File: src/rtl/uart_hex_display.sv
// uart_hex_display
//
// Line editor for hex keystrokes arriving from the UART receive path.
// Hex characters collect in a six-nibble entry buffer. CR commits the
// buffer to the six 7-segment digits, BS removes the newest character,
// and ESC clears the entry and the display. The LEDs show entry status
// and error indications.
//
// Ports:
//   i_clk          system clock, all logic on the rising edge
//   i_rst          synchronous active-high reset
//   i_data_avail   1-cycle strobe, i_din valid in the same cycle
//   i_din[7:0]     received ASCII byte
//   o_seg0..o_seg5 active-low segments {g,f,e,d,c,b,a}, o_seg0 rightmost
//   o_led[9:0]     {overrun, commit toggle, reject count[3:0], pending, count[2:0]}
//
// Each byte takes IDLE -> CLASSIFY -> UPDATE. State and LEDs change on the
// third edge after the strobe; segments follow one edge later.

module uart_hex_display #(
    parameter int CLK_HZ = 50_000_000
) (
    input  logic       i_clk,
    input  logic       i_rst,
    input  logic       i_data_avail,
    input  logic [7:0] i_din,
    output logic [6:0] o_seg0,
    output logic [6:0] o_seg1,
    output logic [6:0] o_seg2,
    output logic [6:0] o_seg3,
    output logic [6:0] o_seg4,
    output logic [6:0] o_seg5,
    output logic [9:0] o_led
);

    // No logic depends on the clock frequency; it only has to be sensible.
    if (CLK_HZ < 1) begin : g_clk_hz_invalid
    end

    typedef enum logic [1:0] {IDLE, CLASSIFY, UPDATE} state_t;
    typedef enum logic [2:0] {CLS_DIGIT, CLS_CR, CLS_BS, CLS_ESC, CLS_OTHER} class_t;

    state_t      state;
    state_t      state_next;
    logic [7:0]  rx_byte;
    class_t      cls;
    class_t      cls_comb;
    logic [3:0]  nib;
    logic [3:0]  nib_comb;
    logic [23:0] entry;
    logic [23:0] disp;
    logic [2:0]  count;
    logic [5:0]  mask;
    logic [5:0]  count_mask;
    logic        pending;
    logic        commit_t;
    logic        overrun;
    logic [3:0]  rejects;
    logic [3:0]  rejects_inc;
    logic [6:0]  seg [6];

    function automatic logic [6:0] hex_to_seg(input logic [3:0] v);
        case (v)
            4'h0: return 7'h40;
            4'h1: return 7'h79;
            4'h2: return 7'h24;
            4'h3: return 7'h30;
            4'h4: return 7'h19;
            4'h5: return 7'h12;
            4'h6: return 7'h02;
            4'h7: return 7'h78;
            4'h8: return 7'h00;
            4'h9: return 7'h10;
            4'hA: return 7'h08;
            4'hB: return 7'h03;
            4'hC: return 7'h46;
            4'hD: return 7'h21;
            4'hE: return 7'h06;
            default: return 7'h0E;
        endcase
    endfunction

    always_ff @(posedge i_clk) begin
        if (i_rst) state <= IDLE;
        else       state <= state_next;
    end

    always_comb begin
        state_next = state;
        case (state)
            IDLE:     if (i_data_avail) state_next = CLASSIFY;
            CLASSIFY: state_next = UPDATE;
            UPDATE:   state_next = IDLE;
            default:  state_next = IDLE;
        endcase
    end

    // Only a strobe seen in IDLE is captured; later ones just flag overrun.
    always_ff @(posedge i_clk) begin
        if (i_rst)                          rx_byte <= 8'h00;
        else if (state == IDLE && i_data_avail) rx_byte <= i_din;
    end

    // Letters map to 10-15 by adding 9 to the low nibble (0x41/0x61 -> 1).
    always_comb begin
        cls_comb = CLS_OTHER;
        nib_comb = 4'h0;
        if (rx_byte >= 8'h30 && rx_byte <= 8'h39) begin
            cls_comb = CLS_DIGIT;
            nib_comb = rx_byte[3:0];
        end else if ((rx_byte >= 8'h41 && rx_byte <= 8'h46) ||
                     (rx_byte >= 8'h61 && rx_byte <= 8'h66)) begin
            cls_comb = CLS_DIGIT;
            nib_comb = rx_byte[3:0] + 4'd9;
        end else if (rx_byte == 8'h0D) begin
            cls_comb = CLS_CR;
        end else if (rx_byte == 8'h08) begin
            cls_comb = CLS_BS;
        end else if (rx_byte == 8'h1B) begin
            cls_comb = CLS_ESC;
        end
    end

    always_ff @(posedge i_clk) begin
        if (i_rst) begin
            cls <= CLS_OTHER;
            nib <= 4'h0;
        end else if (state == CLASSIFY) begin
            cls <= cls_comb;
            nib <= nib_comb;
        end
    end

    // Committed digits are the newest `count` nibbles, which sit at the bottom.
    always_comb begin
        count_mask = 6'b0;
        for (int i = 0; i < 6; i++) begin
            if (count > 3'(i)) count_mask[i] = 1'b1;
        end
    end

    assign rejects_inc = (rejects == 4'hF) ? rejects : rejects + 4'd1;

    always_ff @(posedge i_clk) begin
        if (i_rst) begin
            entry    <= 24'h0;
            count    <= 3'd0;
            disp     <= 24'h0;
            mask     <= 6'b0;
            pending  <= 1'b0;
            commit_t <= 1'b0;
            rejects  <= 4'h0;
        end else if (state == UPDATE) begin
            case (cls)
                CLS_DIGIT: begin
                    if (count != 3'd6) begin
                        entry   <= {entry[19:0], nib};
                        count   <= count + 3'd1;
                        pending <= 1'b1;
                    end else begin
                        rejects <= rejects_inc;
                    end
                end
                CLS_BS: begin
                    if (count != 3'd0) begin
                        entry   <= {4'h0, entry[23:4]};
                        count   <= count - 3'd1;
                        pending <= 1'b1;
                    end else begin
                        rejects <= rejects_inc;
                    end
                end
                CLS_CR: begin
                    disp     <= entry;
                    mask     <= count_mask;
                    count    <= 3'd0;
                    pending  <= 1'b0;
                    commit_t <= ~commit_t;
                end
                CLS_ESC: begin
                    count   <= 3'd0;
                    mask    <= 6'b0;
                    pending <= 1'b0;
                end
                default: rejects <= rejects_inc;
            endcase
        end
    end

    // Reset takes priority, so a strobe coinciding with reset never flags.
    always_ff @(posedge i_clk) begin
        if (i_rst)                               overrun <= 1'b0;
        else if (i_data_avail && state != IDLE)  overrun <= 1'b1;
    end

    always_ff @(posedge i_clk) begin
        for (int i = 0; i < 6; i++) begin
            if (i_rst)        seg[i] <= 7'h7F;
            else if (mask[i]) seg[i] <= hex_to_seg(disp[4*i +: 4]);
            else              seg[i] <= 7'h7F;
        end
    end

    assign o_seg0 = seg[0];
    assign o_seg1 = seg[1];
    assign o_seg2 = seg[2];
    assign o_seg3 = seg[3];
    assign o_seg4 = seg[4];
    assign o_seg5 = seg[5];
    assign o_led  = {overrun, commit_t, rejects, pending, count};

endmodule

File: config.mk
export PLATFORM = sky130hd
export DESIGN_NAME = uart_hex_display
export DESIGN_NICKNAME = d
export VERILOG_FILES = /design/src/rtl/uart_hex_display.sv
export SDC_FILE = /design/constraint.sdc
export NUM_CORES = 1
export LEC_CHECK = 0
export ABC_AREA = 1
export BUFFER_PORTS_ARGS = -buffer_cell sky130_fd_sc_hd__buf_2
export CORE_UTILIZATION = 55
export CTS_CLUSTER_SIZE = 40
export DETAILED_ROUTE_END_ITERATION = 7
export GPL_TIMING_DRIVEN = 0
export PLACE_DENSITY = 0.86
export SLEW_MARGIN = 40
export SYNTH_ARGS = -nofsm -noshare
export SYNTH_HDL_FRONTEND = slang
export SYNTH_SLANG_ARGS = --single-unit
File: constraint.sdc
create_clock -name i_clk -period 3.8 [get_ports i_clk]
set_clock_uncertainty 0.1 [all_clocks]
set_input_delay 1.14 -clock i_clk [delete_from_list [all_inputs] [get_ports i_clk]]
set_output_delay 1.14 -clock i_clk [all_outputs]
set_load 0.005 [all_outputs]
==> results.md <==
* Outcome: complete, but fails checks
* Failing checks: DRC
* Tcrit/Tclk final at 0.739
* Post-synthesis simple-gate area fraction at 0.332
* Routability cong. at 0.917
* Fin Setup TNS at 0 ns
* Final Total Pwr at 3.65 mW
* Clock transition at the registers of the reported paths at approximately 0.060 ns
* NumNets Final at 1233
* Routed Antenna Nets at 0
* Unrepaired setup endpoints after global routing: no
* I/O pin count at 63
* Pwr dens at approximately 390 nW/um^2
* Total number of yosys warnings at 0
* DRT Wirelength at about 18000 um
* Mux cell area share after synthesis at 0
* Finished Cell Area at 9380 um^2
* Post-synthesis cell type count at 33
* Port bufs at 61
* # hold bufs at CTS at 0
* Max Freq at around 360 MHz
* Vias at ~7000
* Vias in the first global route at between 6000 and 7000
* Initial antenna violation count at 0
* Critical Path Start Type: input pin
* Worst hold-check path type: reg -> reg
* CTS max path bufs at 2
* Crit-path cells: buf_2, clkinv_1, clkbuf_1, nand3_1, ha_1, inv_1, nand4_1, nand3_1, nand2_1
* DR DRC count at 1
* Crit-path slowest cell: clkbuf_1
* Slew Limit Fails at 0
* Detail Placement HPWL at ~13000 um
* CTS root buf: clkbuf_16
* Final Setup Violations at 0
* # rows at 44
* Max stage delay on crit path at roughly 0.45 ns
* Synth Area in XOR/XNOR at 0.00216
* Leakage power at approximately 4.6 nW
* Maximum vdd drop at between 0.0002 and 0.00025 V
* WHS at ~0.35 ns
* Post-CTS sizing at 0
* Register area share after synthesis at 0.459
* Worst-Margin Slew at 0.745 ns
* Final hold viol count at 0
* Syn_area_per_cell at a little under 8 um^2
* First-pass GRT wire length at a little under 30000 um
* Htree depth at 4
* Max-cap violation count at 0
* Layout cells sized above 1 at 0.155
* DRT iter0 DRCs at ~570
* Req. time, crit path at 4.02 ns
* Chip height at between 100 and 150 um
* Yosys reg bits at 165
* Grt ovf at 0
* Synth Area in Adders at 0.0725
* Worst skew pair latency at around 0.43 ns
* Largest fanout on the critical path at 10
* Pre-antenna DRT Iters at 7
* Die ar. at roughly 15000 um^2
* Cell Area, Synth at ~8100 um^2
* Mapped Cells at 1054
* Total CTS buffers at 17
* Most common cell after layout, fill and taps aside: nand2_1
* Layout area overhead at 15.6%
* Largest family of logic cells by synthesized area: simple AND/OR/NAND/NOR gates
* WL per Instance at 12.9 um
* Core area at around 14000 um^2
* Most frequent cells in the layout: nand2_1 (294), inv_1 (129), dfxtp_1 (123)
* Post-CTS repair timing setup buffer count at 0
* CTS tree: built
* Critical Path End Type: flop
* Drt via density at 5.12
* Worst path most repeated cell: nand3_1
* Critical path class: in -> reg
* Largest net degree at the start of global routing at 17
* Die Wd at 123 um
* Slew headroom at 0.503
* Critical Path AT at ~3.0 ns
* N_diodes at 0
* Gr usage total at 0.248
* Cell Area, Placed at roughly 9000 um^2
* CTS Sinks at approximately 170
* Synth Area in Compound Gates at 0.0488
* Fin crit period at between 2 and 3 ns
* Starting density of the core at 0.560
==> worst max-delay path: cells and delay by family <==
kind,cells,cell delay (ns)
buf+inv,4,0.84
simple gates,4,0.65
fa+ha+maj,1,0.40
==> power by group <==
part | internal (mW) | switching [mW] | total [mW] | leakage, nW
Combinational | 0.0386 | 0.0985 | 0.137 | 3.08
Sequential | 1.81 | 0.0135 | 1.83 | 1.28
Clock | 0.970 | 0.721 | 1.69 | 0.281
Total | 2.82 | 0.833 | 3.65 | 4.64
==> per-layer routing <==
layer / vias up / global-route usage / wire length [um]
met5: - / 0 / 0
met4: 0 / 0.137 / 628
met3: 55 / 0.0590 / 1110
met2: 250 / 0.428 / 8550
met1: 3162 / 0.282 / 7380
li1: 3557 / - / -
==> layout make-up <==
type / instances / area [um^2]
Tap cell: 184 / 230
Multi-Input combinational cell: 758 / 3850
Sequential cell: 165 / 3720
Fill cell: 1255 / 5100
Inverter: 137 / 514
Timing Repair Buffer: 61 / 305
Buffer: 35 / 173
Clock buffer: 17 / 425
Clock inverter: 15 / 154
==> cells by family (layout without fill, tap and decap cells) <==
kind of cell             Yosys count  after routing
adder cells (fa/ha/maj)           47             47
XOR/XNOR                           2              2
flip-flops                       165            165
other                              1             42
AND/OR/NAND/NOR                  590            590
buffers and inverters            172            265
AO/OA/AOI/OAI                     77             77
==> final timing paths <==
kind	from	cells after the start	endpoint	slack (ns)
worst max-delay path	i_rst	9	flop	0.99
worst min-delay path	commit_t	1	commit_t	0.35
worst max register to register	cls[2]	13	flop	1.21
worst min register to register	commit_t	1	commit_t	0.35
==> cells in the mapped netlist <==
cell type / n / share of area
o21ai_0: 53 / 0.033
inv_2: 7 / 0.0032
or2_2: 42 / 0.032
dfxtp_1: 123 / 0.30
nor2_4: 7 / 0.0097
o211ai_1: 1 / 0.00093
nand2_2: 3 / 0.0023
nand4_1: 34 / 0.026
clkinv_1: 1 / 0.00046
inv_1: 129 / 0.060
and3_1: 1 / 0.00077
o22ai_1: 2 / 0.0015
o21ai_1: 2 / 0.0012
xnor2_1: 1 / 0.0011
buf_1: 1 / 0.00046
nor3_1: 4 / 0.0025
clkbuf_1: 14 / 0.0065
edfxtp_1: 42 / 0.16
buf_6: 1 / 0.0014
conb_1: 1 / 0.00046
xor2_1: 1 / 0.0011
ha_1: 47 / 0.073
buf_2: 15 / 0.0093
a21o_1: 1 / 0.00093
nand2_1: 294 / 0.14
buf_4: 4 / 0.0037
nand3_1: 111 / 0.069
a21oi_1: 17 / 0.010
nor2_2: 5 / 0.0039
o31ai_1: 1 / 0.00093
nand3_4: 1 / 0.0022
nand3_2: 9 / 0.011
nor2_1: 79 / 0.037
==> stage by stage <==
stage	worst slack, ns	utilization	cells
detailed placement	0.606	0.608	1340
CTS	1.04	0.648	1372
floorplan	1.10	-	1095
global route	0.854	0.648	1372
finish	0.990	0.648	1372
global placement	0.661	0.608	1340
Note: power is estimated with default switching activity, not from simulation.
